==> config.mk <==
export PLATFORM = sky130hd
export DESIGN_NAME = gsensor_spi_responder
export DESIGN_NICKNAME = d
export VERILOG_FILES = /design/src/rtl/gsensor_pkg.sv /design/src/rtl/gsensor_spi_responder_sync.sv /design/src/rtl/gsensor_spi_responder.sv
export SDC_FILE = /design/constraint.sdc
export NUM_CORES = 1
export LEC_CHECK = 0
export CORE_MARGIN = 2
export CORE_UTILIZATION = 40
export CTS_BUF_LIST = sky130_fd_sc_hd__clkbuf_4
export CTS_CLUSTER_SIZE = 25
export DETAILED_ROUTE_END_ITERATION = 7
export GPL_TIMING_DRIVEN = 0
export HOLD_SLACK_MARGIN = 0.1
export PLACE_DENSITY_LB_ADDON = 0.12
export RECOVER_POWER = 100
export SYNTH_ARGS = -nofsm -noshare
export SYNTH_HDL_FRONTEND = slang
export SYNTH_SLANG_ARGS = --single-unit
==> constraint.sdc <==
create_clock -name clk -period 5.7 [get_ports clk]
set_input_delay 1.14 -clock clk [delete_from_list [all_inputs] [get_ports clk]]
set_output_delay 1.14 -clock clk [all_outputs]
set_load 0.05 [all_outputs]
==> src/rtl/gsensor_pkg.sv <==
// Shared constants, state type and address helpers for the G-sensor SPI responder.
package gsensor_pkg;

   localparam logic [5:0] ADDR_DEVID      = 6'h00;
   localparam logic [5:0] ADDR_BW_RATE    = 6'h2C;
   localparam logic [5:0] ADDR_INT_ENABLE = 6'h2E;
   localparam logic [5:0] ADDR_INT_SOURCE = 6'h30;
   localparam logic [5:0] ADDR_DATAX0     = 6'h32;
   localparam logic [5:0] ADDR_DATAX1     = 6'h33;
   localparam logic [5:0] ADDR_DATAY0     = 6'h34;
   localparam logic [5:0] ADDR_DATAY1     = 6'h35;
   localparam logic [5:0] ADDR_DATAZ0     = 6'h36;
   localparam logic [5:0] ADDR_DATAZ1     = 6'h37;

   localparam int CMD_RW_BIT         = 7;
   localparam int CMD_MB_BIT         = 6;
   localparam int INT_DATA_READY_BIT = 7;

   localparam logic [7:0] BW_RATE_RESET = 8'h0A;

   typedef enum logic [1:0] {
      IDLE,
      CMD,
      WR,
      RD
   } spi_resp_state_t;

   function automatic logic is_data_addr(input logic [5:0] addr);
      return (addr >= ADDR_DATAX0) && (addr <= ADDR_DATAZ1);
   endfunction

   function automatic logic is_read_only(input logic [5:0] addr);
      return (addr == ADDR_DEVID) || (addr == ADDR_INT_SOURCE) || is_data_addr(addr);
   endfunction

endpackage

==> src/rtl/gsensor_spi_responder_sync.sv <==
// Synchronizes the SPI pins into clk and produces one-cycle sclk/cs_n edge pulses.
module spi_input_sync
   import gsensor_pkg::*;
#(
   parameter int SYNC_STAGES = 2
) (
   input  logic clk,
   input  logic reset_n,
   input  logic spi_sclk,
   input  logic spi_cs_n,
   input  logic spi_sdi,
   output logic sclk_rise,
   output logic sclk_fall,
   output logic cs_fall,
   output logic cs_rise,
   output logic cs_n_s,
   output logic sdi_s
);

   logic [SYNC_STAGES-1:0] sclk_sync_q, sclk_sync_d;
   logic [SYNC_STAGES-1:0] cs_sync_q, cs_sync_d;
   logic [SYNC_STAGES-1:0] sdi_sync_q, sdi_sync_d;
   logic                   sclk_prev_q, sclk_prev_d;
   logic                   cs_prev_q, cs_prev_d;

   always_comb begin
      sclk_sync_d = {sclk_sync_q[SYNC_STAGES-2:0], spi_sclk};
      cs_sync_d   = {cs_sync_q[SYNC_STAGES-2:0], spi_cs_n};
      sdi_sync_d  = {sdi_sync_q[SYNC_STAGES-2:0], spi_sdi};
      sclk_prev_d = sclk_sync_q[SYNC_STAGES-1];
      cs_prev_d   = cs_sync_q[SYNC_STAGES-1];
   end

   // Idle levels: mode 3 sclk parks high, chip select deasserted.
   always_ff @(posedge clk or negedge reset_n) begin
      if (!reset_n) begin
         sclk_sync_q <= '1;
         cs_sync_q   <= '1;
         sdi_sync_q  <= '0;
         sclk_prev_q <= 1'b1;
         cs_prev_q   <= 1'b1;
      end else begin
         sclk_sync_q <= sclk_sync_d;
         cs_sync_q   <= cs_sync_d;
         sdi_sync_q  <= sdi_sync_d;
         sclk_prev_q <= sclk_prev_d;
         cs_prev_q   <= cs_prev_d;
      end
   end

   assign sclk_rise = sclk_sync_q[SYNC_STAGES-1] & ~sclk_prev_q;
   assign sclk_fall = ~sclk_sync_q[SYNC_STAGES-1] & sclk_prev_q;
   assign cs_fall   = ~cs_sync_q[SYNC_STAGES-1] & cs_prev_q;
   assign cs_rise   = cs_sync_q[SYNC_STAGES-1] & ~cs_prev_q;
   assign cs_n_s    = cs_sync_q[SYNC_STAGES-1];
   assign sdi_s     = sdi_sync_q[SYNC_STAGES-1];

endmodule

==> src/rtl/gsensor_spi_responder.sv <==
// SPI mode-3 slave model of an ADXL345-style accelerometer: register file, sample capture, DATA_READY.
//
// state | meaning
// IDLE  | chip select high, waiting for a frame
// CMD   | shifting in the command byte
// WR    | shifting in write data bytes
// RD    | shifting out register bytes on spi_sdo
module gsensor_spi_responder
   import gsensor_pkg::*;
#(
   parameter logic [7:0] DEVID       = 8'hE5,
   parameter int         SYNC_STAGES = 2
) (
   input  logic        clk,
   input  logic        reset_n,
   input  logic [15:0] sample_x,
   input  logic [15:0] sample_y,
   input  logic [15:0] sample_z,
   input  logic        sample_valid,
   input  logic        spi_sclk,
   input  logic        spi_cs_n,
   input  logic        spi_sdi,
   output logic        spi_sdo,
   output logic        spi_sdo_oe,
   output logic        int1,
   output logic        wr_strobe,
   output logic [5:0]  wr_addr,
   output logic [7:0]  wr_data,
   output logic        busy
);

   logic sclk_rise, sclk_fall, cs_fall, cs_rise, cs_n_s, sdi_s;

   spi_input_sync #(.SYNC_STAGES(SYNC_STAGES)) u_sync (
      .clk       (clk),
      .reset_n   (reset_n),
      .spi_sclk  (spi_sclk),
      .spi_cs_n  (spi_cs_n),
      .spi_sdi   (spi_sdi),
      .sclk_rise (sclk_rise),
      .sclk_fall (sclk_fall),
      .cs_fall   (cs_fall),
      .cs_rise   (cs_rise),
      .cs_n_s    (cs_n_s),
      .sdi_s     (sdi_s)
   );

   spi_resp_state_t state_q, state_d;
   logic [2:0]      bit_cnt_q, bit_cnt_d;
   logic [6:0]      shift_in_q, shift_in_d;
   logic [7:0]      shift_out_q, shift_out_d;
   logic [5:0]      addr_q, addr_d;
   logic            mb_q, mb_d;
   logic [7:0]      regs_q [64];
   logic [7:0]      regs_d [64];
   logic [47:0]     pend_q, pend_d;
   logic            pend_valid_q, pend_valid_d;
   logic            sdo_q, sdo_d;
   logic            oe_q, oe_d;
   logic            int1_q, int1_d;
   logic            wr_strobe_q, wr_strobe_d;
   logic [5:0]      wr_addr_q, wr_addr_d;
   logic [7:0]      wr_data_q, wr_data_d;
   logic            busy_q, busy_d;

   logic [7:0]      rx_byte;
   logic [5:0]      next_addr;
   logic [5:0]      load_addr;
   logic            load;

   always_comb begin
      state_d      = state_q;
      bit_cnt_d    = bit_cnt_q;
      shift_in_d   = shift_in_q;
      shift_out_d  = shift_out_q;
      addr_d       = addr_q;
      mb_d         = mb_q;
      regs_d       = regs_q;
      pend_d       = pend_q;
      pend_valid_d = pend_valid_q;
      sdo_d        = sdo_q;
      wr_strobe_d  = 1'b0;
      wr_addr_d    = wr_addr_q;
      wr_data_d    = wr_data_q;
      busy_d       = busy_q;
      rx_byte      = {shift_in_q, sdi_s};
      next_addr    = mb_q ? addr_q + 6'd1 : addr_q;
      load_addr    = addr_q;
      load         = 1'b0;

      if (cs_rise) begin
         state_d   = IDLE;
         bit_cnt_d = 3'd0;
         busy_d    = 1'b0;
         sdo_d     = 1'b0;
      end else begin
         unique case (state_q)
            IDLE: begin
               if (cs_fall) begin
                  state_d   = CMD;
                  bit_cnt_d = 3'd0;
                  busy_d    = 1'b1;
               end
            end
            CMD: begin
               if (sclk_rise) begin
                  shift_in_d = rx_byte[6:0];
                  bit_cnt_d  = bit_cnt_q + 3'd1;
                  if (bit_cnt_q == 3'd7) begin
                     addr_d = rx_byte[5:0];
                     mb_d   = rx_byte[CMD_MB_BIT];
                     if (rx_byte[CMD_RW_BIT]) begin
                        state_d   = RD;
                        load      = 1'b1;
                        load_addr = rx_byte[5:0];
                     end else begin
                        state_d = WR;
                     end
                  end
               end
            end
            WR: begin
               if (sclk_rise) begin
                  shift_in_d = rx_byte[6:0];
                  bit_cnt_d  = bit_cnt_q + 3'd1;
                  if (bit_cnt_q == 3'd7) begin
                     if (!is_read_only(addr_q)) begin
                        regs_d[addr_q] = rx_byte;
                        wr_strobe_d    = 1'b1;
                        wr_addr_d      = addr_q;
                        wr_data_d      = rx_byte;
                     end
                     addr_d = next_addr;
                  end
               end
            end
            RD: begin
               if (sclk_fall) begin
                  sdo_d       = shift_out_q[7];
                  shift_out_d = {shift_out_q[6:0], 1'b0};
               end
               if (sclk_rise) begin
                  bit_cnt_d = bit_cnt_q + 3'd1;
                  if (bit_cnt_q == 3'd7) begin
                     addr_d    = next_addr;
                     load      = 1'b1;
                     load_addr = next_addr;
                  end
               end
            end
            default: state_d = IDLE;
         endcase
      end

      if (load) begin
         shift_out_d = regs_q[load_addr];
         if (is_data_addr(load_addr)) regs_d[ADDR_INT_SOURCE][INT_DATA_READY_BIT] = 1'b0;
      end

      // Sample transfer is deferred while a frame is open so a burst read stays coherent.
      if (sample_valid) begin
         pend_d       = {sample_z, sample_y, sample_x};
         pend_valid_d = 1'b1;
      end
      if (!busy_q && pend_valid_d) begin
         regs_d[ADDR_DATAX0] = pend_d[7:0];
         regs_d[ADDR_DATAX1] = pend_d[15:8];
         regs_d[ADDR_DATAY0] = pend_d[23:16];
         regs_d[ADDR_DATAY1] = pend_d[31:24];
         regs_d[ADDR_DATAZ0] = pend_d[39:32];
         regs_d[ADDR_DATAZ1] = pend_d[47:40];
         regs_d[ADDR_INT_SOURCE][INT_DATA_READY_BIT] = 1'b1;
         pend_valid_d = 1'b0;
      end

      oe_d   = (state_d == RD) && !cs_n_s;
      int1_d = regs_q[ADDR_INT_SOURCE][INT_DATA_READY_BIT] & regs_q[ADDR_INT_ENABLE][INT_DATA_READY_BIT];
   end

   always_ff @(posedge clk or negedge reset_n) begin
      if (!reset_n) begin
         state_q      <= IDLE;
         bit_cnt_q    <= 3'd0;
         shift_in_q   <= 7'd0;
         shift_out_q  <= 8'd0;
         addr_q       <= 6'd0;
         mb_q         <= 1'b0;
         for (int i = 0; i < 64; i++) regs_q[i] <= 8'h00;
         regs_q[ADDR_DEVID]   <= DEVID;
         regs_q[ADDR_BW_RATE] <= BW_RATE_RESET;
         pend_q       <= 48'd0;
         pend_valid_q <= 1'b0;
         sdo_q        <= 1'b0;
         oe_q         <= 1'b0;
         int1_q       <= 1'b0;
         wr_strobe_q  <= 1'b0;
         wr_addr_q    <= 6'd0;
         wr_data_q    <= 8'd0;
         busy_q       <= 1'b0;
      end else begin
         state_q      <= state_d;
         bit_cnt_q    <= bit_cnt_d;
         shift_in_q   <= shift_in_d;
         shift_out_q  <= shift_out_d;
         addr_q       <= addr_d;
         mb_q         <= mb_d;
         regs_q       <= regs_d;
         pend_q       <= pend_d;
         pend_valid_q <= pend_valid_d;
         sdo_q        <= sdo_d;
         oe_q         <= oe_d;
         int1_q       <= int1_d;
         wr_strobe_q  <= wr_strobe_d;
         wr_addr_q    <= wr_addr_d;
         wr_data_q    <= wr_data_d;
         busy_q       <= busy_d;
      end
   end

   assign spi_sdo    = sdo_q;
   assign spi_sdo_oe = oe_q;
   assign int1       = int1_q;
   assign wr_strobe  = wr_strobe_q;
   assign wr_addr    = wr_addr_q;
   assign wr_data    = wr_data_q;
   assign busy       = busy_q;

endmodule
==> key figures, run 1 <==
Status
  • Outcome: complete, but fails checks
  • Violated checks: max-capacitance violations, max-slew violations

Power and ir drop
  • Leakage power: roughly 0.016 uW
  • Psw: 7380 uW
  • Int Pwr: around 8300 uW
  • Combinational fraction of design power: 43.0%
  • P per Cell Area: 475 mW/mm2
  • Sw Ratio: between 40% and 50%
  • Peak supply drop: around 0.34 mV
  • Clk pwr share: between 20% and 30%
  • Sequential Power Share: between 30 and 40%

Synthesis
  • Multiplexer area fraction after synthesis: between 20% and 30%
  • Ys async rst share: 100%
  • Library cells used by synthesis: 84
  • Part of the Yosys area used for sequential elements: between 50% and 60%
  • Post-synthesis adder-cell area fraction: 0.478%
  • Syn_area_per_cell: roughly 12 um2
  • Simple-gate portion of the synthesized area: 12.6%
  • Ys Warns: 0
  • Syn Nets: between 2000 and 3000
  • Compound-Gate Fraction of Synth Area: 5.62%
  • Ys flop type: dfrtp_1
  • Post-Syn Area: ~0.029 mm2
  • Largest family of logic cells by synthesized area: multiplexers
  • Seq cells post-synth: slightly above 600
  • Post-synthesis xor/xnor area fraction: 0.0609%
  • Mapped Cells: about 2500
  • Number of synthesized flops with an enable pin: 0

Detailed routing
  • Drt pass-1 iters: 5
  • Iteration-0 DRC count of the detailed router: ~2000
  • Vias: 22205
  • DRT antenna net count: 0
  • Wire per inst: around 29 um
  • Drt total wl: 110000 um
  • Vias per inst: 5.81
  • Residual DRC: 0

STA
  • Final Skew: between 0.05 and 0.06 ns
  • Final Hold Viols: 0
  • Final-report setup violation count: 0
  • RSZ-0062 raised after global routing: false
  • Slew @ Worst Pin: slightly below 4 ns
  • Fin crit share: about 94%
  • Final Slew Violations: between 70 and 80
  • Tmin final: approximately 5.4 ns
  • Total negative slack: 0 ns
  • Rel. slew slack: -158%
  • Final WS setup: roughly 0.32 ns
  • Max Fclk: about 190 MHz

Cells and area
  • Layout cell share with drive strength beyond 1: between 30 and 40%
  • # fillers: 6739
  • Storage cell area: between 0.015 and 0.02 mm2
  • Layout area overhead: 14.8%
  • Layout Nets: roughly 2800
  • Multi-input logic area: roughly 0.012 mm2

Placed design
  • DP HPWL: 75400 um
  • Place WS: between 0.5 and 0.6 ns
  • Buffers added on ports: about 70
  • GP Congestion: 0.962

Setup path
  • Worst setup path category: flip-flop to flip-flop
  • Critical Path Start Type: flip-flop
  • CP most frequent cell: buf_2
  • CP cell instances: clkbuf_1 > mux2i_1 > o211ai_2 > clkbuf_2 > buf_2 > buf_2 > nand2_1 > a21oi_1 > o21ai_0 > a31oi_1 > nand4b_1 > o31ai_1
  • WP data arrival: between 6 and 7 ns
  • Crit-path leading delay family: buffers and inverters
  • Critical Path Sink Type: flip-flop
  • Critical path's largest stage delay: 0.86 ns
  • Crit path max-delay cell type: o211ai_2
  • CP max FO: 10
  • Worst Path Buf+Inv: 4
  • CP required: between 6 and 7 ns

Clock network
  • Reg clk slew, reported paths: approximately 0.070 ns
  • CTS tree: yes
  • PostCTS Resize Cnt: 0
  • Clock sinks: 615
  • Clock Latency Late Sink: about 1.1 ns
  • H-Tree Level Count: 4
  • Post-CTS setup buffer count: 0
  • Num CTS Buffers: about 170
  • Clock Path Buffers: 3
  • CTS root buf: clkbuf_4

Floorplanning
  • Io pins: 73
  • Initial Util: between 40% and 50%
  • Die width: between 200 and 300 um
  • Num rows: 98
  • Core area: ~0.071 mm2
  • Die height: around 270 um
  • Die ar.: between 0.07 and 0.08 mm2

Global routing
  • Largest net degree at the start of global routing: 123
  • Vias in the first global route: roughly 22000
  • Overall Global Routing Usage: 29.8%
  • GRT overflow: 0
  • Initial antenna violation count: 3
  • Global-route wire length before repair: between 150000 and 200000 um

Flow run
  • Max-cap violation count: 3

Hold path
  • Worst Hold Class: flip-flop to flip-flop
-- state kept, by name, indices dropped and copies added (netlist names), 2 cells and up --
| register | cells |
|---|---|
| addr_q | 6 |
| bit_cnt_q | 3 |
| pend_q | 48 |
| regs_q | 512 |
| shift_in_q | 7 |
| shift_out_q | 8 |
| state_q | 2 |
| u_sync.cs_sync_q | 2 |
| u_sync.sclk_sync_q | 2 |
| u_sync.sdi_sync_q | 2 |
| wr_addr | 6 |
| wr_data | 8 |
-- power by group through the flow --
stage               clock network (uW)  logic, uW  registers, uW
finish                            4140       6750           4820
global placement                     0       6550           4900
detailed placement                   0       6550           4890
CTS                               4210       6580           4810
floorplan                            0       3220           4810
global route                      4450       6850           4840
-- layer usage --
metal | up-vias | track usage (%) | wire length [um]
li1 | 9423 | - | -
met1 | 11438 | 38.9 | 45900
met2 | 1066 | 46.3 | 50000
met3 | 278 | 6.75 | 8330
met4 | 0 | 16.1 | 5770
met5 | - | 0 | 0
-- final cells by class --
| cell class | instances | share of cell area (%) |
|---|---|---|
| antenna | 4 | 0.0303 |
| buffer | 184 | 2.75 |
| clock buffer | 259 | 5.89 |
| clock inverter | 48 | 0.788 |
| inverter | 8 | 0.0909 |
| multi-input combinational | 1676 | 37.6 |
| sequential | 615 | 46.6 |
| tap | 950 | 3.60 |
| timing repair buffer | 78 | 2.59 |
-- Yosys cell counts, types with 12 or more instances --
| cell | count | area, um2 |
|---|---|---|
| nand3_1 | 131 | 656 |
| clkbuf_1 | 79 | 297 |
| buf_2 | 66 | 330 |
| a21oi_1 | 41 | 205 |
| dfstp_2 | 13 | 342 |
| o22ai_1 | 14 | 87.6 |
| mux2_2 | 582 | 6550 |
| o21ai_0 | 31 | 155 |
| a311oi_1 | 14 | 123 |
| nand4_1 | 38 | 238 |
| and3_1 | 33 | 206 |
| dfrtp_1 | 602 | 15100 |
| mux2i_1 | 38 | 380 |
| nor2_1 | 49 | 184 |
| buf_4 | 12 | 90.1 |
| buf_6 | 12 | 135 |
| nand2_1 | 506 | 1900 |
| buf_1 | 14 | 52.6 |
| nor3_1 | 13 | 65.1 |
| a31oi_1 | 27 | 169 |
-- metrics by stage --
stage	hold WS [ns]	total power (uW)	instances	instance area (um2)	util, %
final	0.351	15700	3822	33000	46.3
after global routing	0.363	16100	3819	33000	46.3
after CTS	0.351	15600	3818	33100	46.3
after global placement	0.334	11400	3504	30700	43.0
after floorplan	0.331	8030	2483	28800	-
after detailed placement	0.339	11400	3510	30800	43.2
-- repair_timing --
action / CTS / global route
hold buffers: 1 / 0
hold endpoints to repair: 60 / 0
endpoints found under the setup margin: 0 / 0
-- placed cells by master (no fill, tap or decap), types with 23 or more instances in the layout --
master           count
buf_2               62
a31oi_1             27
a21oi_1             41
mux2_2             543
dfrtp_1            602
mux2i_1             38
nand2_1            506
o21ai_0             31
dlygate4sd3_1       23
clkbuf_4           259
clkdlybuf4s50_1     48
and3_1              33
clkinv_1            30
nor2_1              49
mux2_1              39
nand3_1            131
nand4_1             38
clkbuf_1            90
-- worst paths after layout --
| check | startpoint | end | slack [ns] | depth (start not counted) |
|---|---|---|---|---|
| hold reg to reg | u_sync.sdi_sync_q[0]$_DFF_PN0_ | u_sync.sdi_sync_q[1]$_DFF_PN0_ | 0.35 | 0 |
| setup / recovery | u_sync.sdi_sync_q[1]$_DFF_PN0_ | shift_out_q[5]$_DFFE_PN0P_ | 0.32 | 12 |
| setup reg to reg | u_sync.sdi_sync_q[1]$_DFF_PN0_ | shift_out_q[5]$_DFFE_PN0P_ | 0.32 | 12 |
| max in group asynchronous | reset_n | regs_q[396]$_DFFE_PN0P_ | 1.19 | 4 |
| hold / removal | u_sync.sdi_sync_q[0]$_DFF_PN0_ | u_sync.sdi_sync_q[1]$_DFF_PN0_ | 0.35 | 0 |
| min in group asynchronous | reset_n | pend_q[21]$_DFF_PN0_ | 2.01 | 2 |
-- kinds of logic after synthesis --
logic type,count (synthesis)
adder cells (fa/ha/maj),11
multiplexers,624
flip-flops,615
AO/OA/AOI/OAI,220
XOR/XNOR,2
buffers and inverters,192
AND/OR/NAND/NOR,819
Note: power is estimated with default switching activity, not from simulation.
==> inputs of run 2 (changes only) <==
CORE_UTILIZATION = 30   (was 40)
==> run 2 against run 1 <==
Compared with the run above:
- the flow still finishes with violations (max-capacitance violations, max-slew violations)
- total power is 1.2% higher
- routed wire length increased by 8.2%
- critical path depth up 3
- non-clock buffer count unchanged
- global-route usage decreased by 5.6 points
- die area is 33% higher
- clock power down 1%
- sequential cell count unchanged
- clock skew up 0.011 ns
- utilization fell by 11 points
- sequential power about the same
- via count hardly changed
- critical endpoint is now shift_out_q[4]$_DFFE_PN0P_
- largest cell class unchanged
- largest power group unchanged
==> key figures, run 2 (synthesized netlist as in run 1, its figures left out) <==
Status
  • Outcome: complete, but fails checks
  • Violated checks: max-capacitance violations, max-slew violations

Power and ir drop
  • Combinational fraction of design power: 43.9% (+0.9 points)
  • Sw Ratio: 48.1% (+1.2 points)
  • P per Cell Area: 476 mW/mm2 (+0.18%)
  • Sequential Power Share: 30.3% (-0.4 points)
  • Int Pwr: 8240 uW (-1.1%)
  • Peak supply drop: 0.272 mV (-21%)
  • Leakage power: 0.0156 uW (-0.31%)
  • Psw: 7650 uW (+3.7%)
  • Clk pwr share: 25.8% (-0.5 points)

STA
  • Slew @ Worst Pin: 2.52 ns (-1.34 ns)
  • Final WS setup: 0.0797 ns (-0.238 ns)
  • Tmin final: 5.62 ns (+0.238 ns)
  • Final Hold Viols: 0 (unchanged)
  • RSZ-0062 raised after global routing: false
  • Rel. slew slack: -68.0% (+89 points)
  • Max Fclk: 178 MHz (-4.2%)
  • Final-report setup violation count: 0 (unchanged)
  • Fin crit share: 98.6% (+4.2 points)
  • Final Skew: 0.0651 ns (+0.0109 ns)
  • Hold Slack: 0.355 ns (+0.00403 ns)
  • Final Slew Violations: 328 (+320%)

Clock network
  • CTS tree: yes
  • Reg clk slew, reported paths: 0.06 ns (about the same)
  • Num CTS Buffers: 174 (+3.0%)
  • CTS root buf: clkbuf_4
  • H-Tree Level Count: 4 (unchanged)
  • Clock Path Buffers: 3 (unchanged)
  • Clock Latency Late Sink: 1.12 ns (+0.07 ns)
  • Clock sinks: 615 (unchanged)

Setup path
  • CP cell instances: inv_1 > ha_1 > buf_2 > o21bai_1 > a21o_4 > o21ai_2 > o311a_1 > clkbuf_1 > clkbuf_2 > clkbuf_2 > nand4_1 > nand4_1 > nand3_1 > o21ai_0 > o31ai_1
  • Crit-path leading delay family: buffers and inverters
  • Worst reg2reg startpoint: u_sync.cs_prev_q$_DFF_PN1_
  • Worst setup path start: u_sync.cs_prev_q$_DFF_PN1_
  • Critical Path Sink Type: flip-flop
  • CP max FO: 10 (unchanged)
  • Worst setup path category: flip-flop to flip-flop
  • Worst Path Buf+Inv: 5 (+1)
  • WP data arrival: 6.53 ns (+0.19 ns)
  • Critical path's largest stage delay: 0.92 ns (+0.06 ns)
  • R2R setup slack: 0.08 ns (-0.24 ns)
  • Setup crit end: shift_out_q[4]$_DFFE_PN0P_
  • Reg2reg end: shift_out_q[4]$_DFFE_PN0P_
  • FF-to-FF path depth: 15 (+3)
  • Critical path depth in cells: 15 (+3)
  • Crit path max-delay cell type: clkbuf_1
  • CP required: 6.61 ns (-0.05 ns)
  • Critical Path Start Type: flip-flop

Cells and area
  • Layout Nets: 2802 (+0.18%)
  • Layout cell share with drive strength beyond 1: 33.1% (-0.081 points)
  • Most common cell after layout, fill and taps aside: dfrtp_1
  • Layout area overhead: 15.9%
  • Most frequent cells in the layout: dfrtp_1 (602), mux2_2 (539), nand2_1 (506)
  • Largest register FFs: 512 (unchanged)
  • Top Registers: regs_q (512), pend_q (48)
  • Largest Register: regs_q

Floorplanning
  • Num rows: 113 (+15%)
  • Die width: 314 um (+15%)
  • Initial Util: 30.3% (-10 points)
  • Die height: 314 um (+15%)
  • Core area: 0.0950 mm2 (+33%)
  • Die ar.: 0.0984 mm2 (+33%)
  • Io pins: 73 (unchanged)

Hold path
  • Worst Hold Class: flip-flop to flip-flop

Detailed routing
  • Iteration-0 DRC count of the detailed router: 2020 (-1.2%)
  • Wire per inst: 28.8 um (-0.11%)
  • Drt total wl: 119000 um (+8.2%)
  • Vias: 22186 (-0.086%)
  • Vias per inst: 5.36 (-7.7%)
  • DRT antenna net count: 0 (unchanged)
  • Drt pass-1 iters: 5 (unchanged)
  • Residual DRC: 0 (unchanged)

Placed design
  • DP HPWL: 81600 um (+8.2%)
  • Buffers added on ports: 71 (unchanged)
  • Place WS: -0.277 ns (-0.808 ns)
  • GP Congestion: 0.932 (-3.1%)

Flow run
  • Max-cap violation count: 5 (+2)

Global routing
  • Global-route wire length before repair: 170000 um (+7.7%)
  • Initial antenna violation count: 8 (+5)
  • Vias in the first global route: 22767 (+2.2%)
  • Largest net degree at the start of global routing: 117 (-4.9%)
  • GRT overflow: 0 (unchanged)
  • Overall Global Routing Usage: 24.3% (-5.6 points)
==> run 2: changes by cell type in the layout (fill, tap and decap cells not counted), moves of 3 or more <==
cell	change
clkinv_1	+3
clkbuf_2	+3
mux2_2	-4
mux2_1	+4
buf_16	-3
==> run 2: metrics by stage <==
step | power [uW] | cell area (um2) | util, % | setup TNS [ns] | cells
2_1_floorplan | 8030 | 28800 | - | 0 | 2483
3_3_place_gp | 11700 | 31100 | 32.7 | - | 3819
3_5_place_dp | 11700 | 31200 | 32.9 | -0.421 | 3825
4_1_cts | 15900 | 33400 | 35.2 | 0 | 4134
5_1_grt | 16400 | 33400 | 35.1 | 0 | 4139
6_report | 15900 | 33400 | 35.1 | 0 | 4139
==> run 2: metal layers <==
| metal | wire, um | GRT usage, % | up-vias |
|---|---|---|---|
| met4 | 4880 | 10.2 | 2 |
| met1 | 52200 | 32.8 | 11624 |
| li1 | - | - | 9429 |
| met2 | 54400 | 38.3 | 882 |
| met3 | 7600 | 4.37 | 249 |
| met5 | 11 | 0 | - |
==> run 2: power by group through the flow <==
stage                     combinational [uW]  sequential (uW)  clock, uW
after global placement                  6840             4900          0
final                                   6980             4810       4100
after floorplan                         3220             4810          0
after global routing                    7140             4840       4450
after detailed placement                6850             4890          0
after CTS                               6900             4810       4220
==> run 2: timing repair <==
action,CTS,global route
hold endpoints to repair,92,0
gates resized for setup,3,0
buffers inserted,0,0
endpoints found under the setup margin,2,0
hold buffers,1,0
==> run 2: worst min-delay path by stage <==
stage	from	end	slack, ns	depth (start not counted)
finish	u_sync.sdi_sync_q[0]$_DFF_PN0_	u_sync.sdi_sync_q[1]$_DFF_PN0_	0.36	0
global route	u_sync.cs_sync_q[0]$_DFF_PN1_	u_sync.cs_sync_q[1]$_DFF_PN1_	0.36	0
CTS	spi_sclk	u_sync.sclk_sync_q[0]$_DFF_PN1_	0.35	1
detailed placement	u_sync.cs_sync_q[0]$_DFF_PN1_	u_sync.cs_sync_q[1]$_DFF_PN1_	0.35	0
global placement	u_sync.sdi_sync_q[0]$_DFF_PN0_	u_sync.sdi_sync_q[1]$_DFF_PN0_	0.33	0
floorplan	u_sync.sdi_sync_q[0]$_DFF_PN0_	u_sync.sdi_sync_q[1]$_DFF_PN0_	0.33	0
==> run 2: cell type report <==
cell class	instances	area (um2)
clock inverter	50	231
antenna	5	12.5
timing repair buffer	78	797
fill	9657	61700
multi-input combinational	1676	12500
buffer	184	907
inverter	8	30.0
sequential	615	15400
tap	1265	1580
clock buffer	258	1940
